<file path="src/rtl/snake_pkg.sv">
// Shared direction codes, key bit indices and direction helpers for the snake
// direction arbiter.
package snake_pkg;

  typedef enum logic [1:0] {
    DIR_UP    = 2'd0,
    DIR_DOWN  = 2'd1,
    DIR_LEFT  = 2'd2,
    DIR_RIGHT = 2'd3
  } dir_t;

  localparam dir_t DIR_RESET = DIR_RIGHT;

  localparam int unsigned IR_W       = 7;
  localparam int unsigned BTN_W      = 4;
  localparam int unsigned IR_UP      = 0;
  localparam int unsigned IR_DOWN    = 1;
  localparam int unsigned IR_LEFT    = 2;
  localparam int unsigned IR_RIGHT   = 3;
  localparam int unsigned IR_START   = 4;
  localparam int unsigned IR_PAUSE   = 5;
  localparam int unsigned IR_RESTART = 6;

  typedef struct packed {
    logic valid;
    dir_t dir;
  } dir_req_t;

  // Codes are paired so the opposite direction differs only in bit 0.
  function automatic dir_t dir_reverse(input dir_t d);
    return dir_t'({d[1], ~d[0]});
  endfunction

  // Lowest set bit wins: UP > DOWN > LEFT > RIGHT.
  function automatic dir_req_t pick_dir(input logic [3:0] rise);
    dir_req_t r;
    r.valid = |rise;
    r.dir   = DIR_UP;
    if (rise[0])      r.dir = DIR_UP;
    else if (rise[1]) r.dir = DIR_DOWN;
    else if (rise[2]) r.dir = DIR_LEFT;
    else if (rise[3]) r.dir = DIR_RIGHT;
    return r;
  endfunction

endpackage

</file>
<file path="src/rtl/snake_dir_arbiter_edge.sv">
// Per-bit rising-edge detector: registers the previous level and flags 0->1.
module key_edge_detect #(
  parameter int unsigned WIDTH = 4
) (
  input  logic             sys_clk,
  input  logic             sys_rst_n,
  input  logic [WIDTH-1:0] key,
  output logic [WIDTH-1:0] rise
);

  logic [WIDTH-1:0] key_prev;

  always_ff @(posedge sys_clk or negedge sys_rst_n) begin
    if (!sys_rst_n) key_prev <= '0;
    else            key_prev <= key;
  end

  assign rise = key & ~key_prev;

endmodule

</file>
<file path="src/rtl/snake_dir_arbiter.sv">
// Merges IR and pushbutton direction requests into a filtered FIFO applied one
// per game tick, and sequences start / pause / restart.
module snake_dir_arbiter
  import snake_pkg::*;
#(
  parameter int unsigned QDEPTH = 2
) (
  input  logic                      sys_clk,
  input  logic                      sys_rst_n,
  input  logic [6:0]                ir_key,
  input  logic [3:0]                btn_key,
  input  logic                      game_tick,
  output logic [1:0]                dir,
  output logic                      dir_changed,
  output logic                      paused,
  output logic                      cmd_restart,
  output logic [$clog2(QDEPTH):0]   q_count,
  output logic                      q_overflow
);

  localparam int unsigned AW = $clog2(QDEPTH);

  typedef enum logic {
    ST_RUN   = 1'b0,
    ST_PAUSE = 1'b1
  } run_state_t;

  logic [IR_W-1:0]  ir_rise;
  logic [BTN_W-1:0] btn_rise;

  key_edge_detect #(.WIDTH(IR_W)) u_ir_edge (
    .sys_clk   (sys_clk),
    .sys_rst_n (sys_rst_n),
    .key       (ir_key),
    .rise      (ir_rise)
  );

  key_edge_detect #(.WIDTH(BTN_W)) u_btn_edge (
    .sys_clk   (sys_clk),
    .sys_rst_n (sys_rst_n),
    .key       (btn_key),
    .rise      (btn_rise)
  );

  run_state_t state;
  dir_t       dir_q;
  dir_t       mem [QDEPTH];
  logic [AW:0] wr_ptr, rd_ptr, wr_last;

  dir_req_t btn_req, ir_req, req;
  dir_t     ref_dir;
  logic     do_restart, do_start, do_pause;
  logic     empty, full, accepted, pop, push, ovf_set;

  assign do_restart = ir_rise[IR_RESTART];
  assign do_start   = ir_rise[IR_START];
  assign do_pause   = ir_rise[IR_PAUSE];

  assign empty   = (wr_ptr == rd_ptr);
  assign full    = (wr_ptr[AW] != rd_ptr[AW]) && (wr_ptr[AW-1:0] == rd_ptr[AW-1:0]);
  assign wr_last = wr_ptr - 1'b1;

  always_comb begin
    btn_req = pick_dir(btn_rise);
    ir_req  = pick_dir(ir_rise[IR_RIGHT:IR_UP]);
    req     = btn_req.valid ? btn_req : ir_req;
    ref_dir = empty ? dir_q : mem[wr_last[AW-1:0]];
  end

  // A pop in the same cycle frees the slot a full FIFO needs for the push;
  // the tail (filter reference) is unaffected by the pop.
  assign accepted = req.valid && (req.dir != ref_dir) && (req.dir != dir_reverse(ref_dir));
  assign pop      = game_tick && !paused && !empty;
  assign push     = accepted && !paused && !do_restart && (!full || pop);
  assign ovf_set  = accepted && !paused && !do_restart && full && !pop;

  always_ff @(posedge sys_clk) begin
    if (push) mem[wr_ptr[AW-1:0]] <= req.dir;
  end

  always_ff @(posedge sys_clk or negedge sys_rst_n) begin
    if (!sys_rst_n) begin
      wr_ptr      <= '0;
      rd_ptr      <= '0;
      dir_q       <= DIR_RESET;
      dir_changed <= 1'b0;
      q_overflow  <= 1'b0;
      cmd_restart <= 1'b0;
    end else begin
      dir_changed <= 1'b0;
      cmd_restart <= do_restart;
      if (do_restart) begin
        wr_ptr     <= '0;
        rd_ptr     <= '0;
        dir_q      <= DIR_RESET;
        q_overflow <= 1'b0;
      end else begin
        if (push) wr_ptr <= wr_ptr + 1'b1;
        if (pop) begin
          dir_q       <= mem[rd_ptr[AW-1:0]];
          rd_ptr      <= rd_ptr + 1'b1;
          dir_changed <= 1'b1;
        end
        if (ovf_set) q_overflow <= 1'b1;
      end
    end
  end

  always_ff @(posedge sys_clk or negedge sys_rst_n) begin
    if (!sys_rst_n) begin
      state  <= ST_PAUSE;
      paused <= 1'b1;
    end else begin
      if (do_restart) begin
        state  <= ST_PAUSE;
        paused <= 1'b1;
      end else if (do_start) begin
        state  <= ST_RUN;
        paused <= 1'b0;
      end else if (do_pause) begin
        state  <= (state == ST_PAUSE) ? ST_RUN : ST_PAUSE;
        paused <= (state != ST_PAUSE);
      end
    end
  end

  assign dir     = dir_q;
  assign q_count = wr_ptr - rd_ptr;

endmodule

</file>
<file path="config.mk">
export PLATFORM = sky130hd
export DESIGN_NAME = snake_dir_arbiter
export DESIGN_NICKNAME = d
export VERILOG_FILES = /design/src/rtl/snake_pkg.sv /design/src/rtl/snake_dir_arbiter_edge.sv /design/src/rtl/snake_dir_arbiter.sv
export SDC_FILE = /design/constraint.sdc
export NUM_CORES = 1
export LEC_CHECK = 0
export CAP_MARGIN = 40
export CORE_ASPECT_RATIO = 1.75
export CORE_UTILIZATION = 30
export CTS_CLUSTER_DIAMETER = 50
export DETAILED_ROUTE_END_ITERATION = 16
export PLACE_DENSITY = 0.62
export SETUP_SLACK_MARGIN = 0.1
export SYNTH_ARGS = -nofsm -noshare
export SYNTH_HDL_FRONTEND = slang
export SYNTH_SLANG_ARGS = --single-unit
</file>
<file path="constraint.sdc">
create_clock -name sys_clk -period 2.8 [get_ports sys_clk]
set_input_delay 0.56 -clock sys_clk [delete_from_list [all_inputs] [get_ports sys_clk]]
set_output_delay 0.56 -clock sys_clk [all_outputs]
set_load 0.05 [all_outputs]
</file>
==> qor.csv <==
metric,value,unit
cts bufs inserted,3,
Synth cell types,27,
post-synthesis mux area share,4.790,%
Std-Cell Rows,28,
unrepaired setup endpoints after global routing,false,
1st-pass router iterations,4,
Pwr Total,1.333,mW
"Hold Vio Cnt, Final",0,
Core ar.,3398,sq um
setup violators final,0,
Switching Share,40.06,%
pwr dens,958.7,nW/um^2
Synth Cell Area,1071,sq um
Placed Area,1345,sq um
Worst Path Arrival,1.95,ns
gr usage total,11.68,%
Initial Util,31.52,%
Psw,533.9,uW
fillcell total,334,
Post-Synth Adder-Cell Area,1.168,%
synth-to-layout area growth,29.79,%
CTS Buffer Depth,2,
clock root buffer,clkbuf_8,
"Design Area, Final",1390,sq um
vias in the first global route,794,
first-pass GRT wire length,3180,microns
H-tree lvl count,1,
Final nets,133,
Achievable Freq,0.3991,GHz
number of flops mapped to enable cells by yosys,4,
CTS tree,built,
crit share post-route,89.49,%
# diodes,0,
syn nets,106,
LEAKAGE,0.5972,nW
Ys Warns,0,
crit path max fanout,4,
CTS resizes,0,
status,"complete, no violations",
# placed instances,158,
Tmin final,2.506,ns
Routed WL per cell,11.01,microns
ys async rst share,84.00,%
post-synth top area cell,dfrtp_1,
CP Capture Type,primary output,
Slew headroom,65.66,%
Post-Layout Cell Count,162,
drt total wl,1784,microns
Worst Path Required,2.24,ns
sequential share of the synthesized area,60.63,%
"Top FF cell, synth",dfrtp_1,
Routed Antenna Nets,0,
startpoint class of the critical path,flip-flop,
initial antenna violation count,0,
Synth Register Bits,25,
Synth top area share,42.06,%
Post-DP HPWL,1420,microns
largest net degree at the start of global routing,22,
worst-skew pair later-pin latency,0.26,ns
vias,699,
vias per inst,4.315,
sequential group share of total power,37.6,%
Clock transition at path regs,0.08,ns
# Max-Cap Violations,0,
Ports,22,
post-CTS setup buffer count,0,
# hold bufs at CTS,0,
Overflow after GRT,0,
Clock power frac,14.9,%
largest family of logic cells by synthesized area,simple AND/OR/NAND/NOR gates,
worst min-delay path class,flip-flop to flip-flop,
proportion of layout cells with a drive suffix above 1,11.97,%
number of remaining DRC errors,0,
Comb pwr share,47.4,%
"count leader, synth",dfrtp_1,
top post-synthesis cells by count,"dfrtp_1 (18), nor2b_1 (9), inv_1 (8), nor2_1 (8), nand2_1 (7)",
max-slew violations,0,
Area contributors post-synth,"dfrtp_1 (42%), edfxtp_1 (11%), dfstp_2 (7.4%), nor2b_1 (5.3%), mux2i_1 (3.7%)",
cells after synthesis,91,
Max VDD drop,0.0007295,V
clock sink count,25,
critical path class,flip-flop to primary output,
gpl congestion,0.7459,
area share of xor/xnor cells in the synthesized design,6.308,%
Die Width,47.17,microns
simple-gate share of the synthesized area,15.19,%
Sum Neg Setup Slack,0,ns
internal power,798.8,uW
Syn Area/Cell,11.77,sq um
Worst Tran Pin Value,0.5135,ns
I/O Buffers,21,
die area,3822,sq um
Clock Skews,0.001779,ns
DRT iter0 DRCs,9,
DIE HEIGHT,81.04,microns
Compound-Gate Fraction of Synth Area,9.112,%
## flip-flops by register name, indices dropped and copies added, names as in the netlist
register / flops
rd_ptr: 2
dir_changed: 1
dir: 2
paused: 1
wr_ptr: 2
cmd_restart: 1
u_ir_edge.key_prev: 7
u_btn_edge.key_prev: 4
mem: 4
q_overflow: 1
## final timing paths
kind	start	endpoint	slack, ns	cells past startpoint
worst max-delay path	wr_ptr[0]	q_count[0]	0.29	4
worst min-delay path	dir[0]	dir[0]	0.50	2
worst max register to register	wr_ptr[0]	mem[1][1]	0.66	7
worst min register to register	dir[0]	dir[0]	0.50	2
max in group asynchronous	sys_rst_n	dir[1]	1.89	2
min in group asynchronous	sys_rst_n	u_ir_edge.key_prev[2]	0.63	2
## per-stage QoR
| stage | utilization (%) | hold WS (ns) | setup slack [ns] |
|---|---|---|---|
| floorplan | - | 0.2644 | 0.7767 |
| global placement | 39.58 | 0.4910 | 0.2998 |
| detailed placement | 39.58 | 0.4986 | 0.2002 |
| CTS | 40.91 | 0.5105 | 0.2712 |
| global route | 40.91 | 0.5448 | 0.2207 |
| finish | 40.91 | 0.5035 | 0.2944 |
## power by group through the flow
stage | sequential [mW] | clock (mW) | combinational, mW
after floorplan | 0.591 | 0 | 0.371
after global placement | 0.509 | 0 | 0.624
after detailed placement | 0.509 | 0 | 0.635
after CTS | 0.504 | 0.208 | 0.637
after global routing | 0.508 | 0.223 | 0.686
final | 0.502 | 0.199 | 0.632
## layout by cell type (no fill, tap or decap), types with 2 or more instances in the layout
| cell type | instances |
|---|---|
| inv_1 | 8 |
| dfrtp_1 | 18 |
| clkdlybuf4s50_1 | 21 |
| edfxtp_1 | 4 |
| clkbuf_8 | 3 |
| mux2i_1 | 4 |
| nor2b_1 | 9 |
| a21oi_1 | 4 |
| nand2b_1 | 2 |
| dfstp_2 | 3 |
| nand2_1 | 7 |
| o21ai_0 | 2 |
| nor3_1 | 2 |
| o211ai_1 | 2 |
| nor2_1 | 8 |
| xnor2_1 | 4 |
| xnor2_2 | 2 |
## final cells by class
cell class              instances  area, sq um  share of cell area, %
clock buffers                   4        45.04                  3.240
inverters                       8        30.03                  2.160
multi-input cells              58        391.6                  28.17
flip-flops and latches         25        649.4                  46.71
well taps                      45        56.30                  4.050
repair buffers                 22        217.7                  15.66
## worst max-delay path: stages (launching register included)
cell and delay [ns]:
dfrtp_1 0.41, inv_1 0.09, ha_1 0.34, inv_1 0.06, clkdlybuf4s50_1 0.79
## cell families after synthesis
| logic type | Yosys count |
|---|---|
| buf+inv | 8 |
| xor+xnor | 6 |
| fa+ha+maj | 1 |
| mux | 5 |
| flops | 25 |
| compound gates | 14 |
| simple gates | 32 |
## per-layer routing
layer | track usage, % | vias to the layer above | wire, microns
met2 | 20.00 | 19 | 951
li1 | - | 356 | -
met1 | 12.91 | 320 | 714
met5 | 0 | - | 0
met3 | 2.889 | 4 | 87
met4 | 5.429 | 0 | 31
Power figures use the tool's default switching activity.
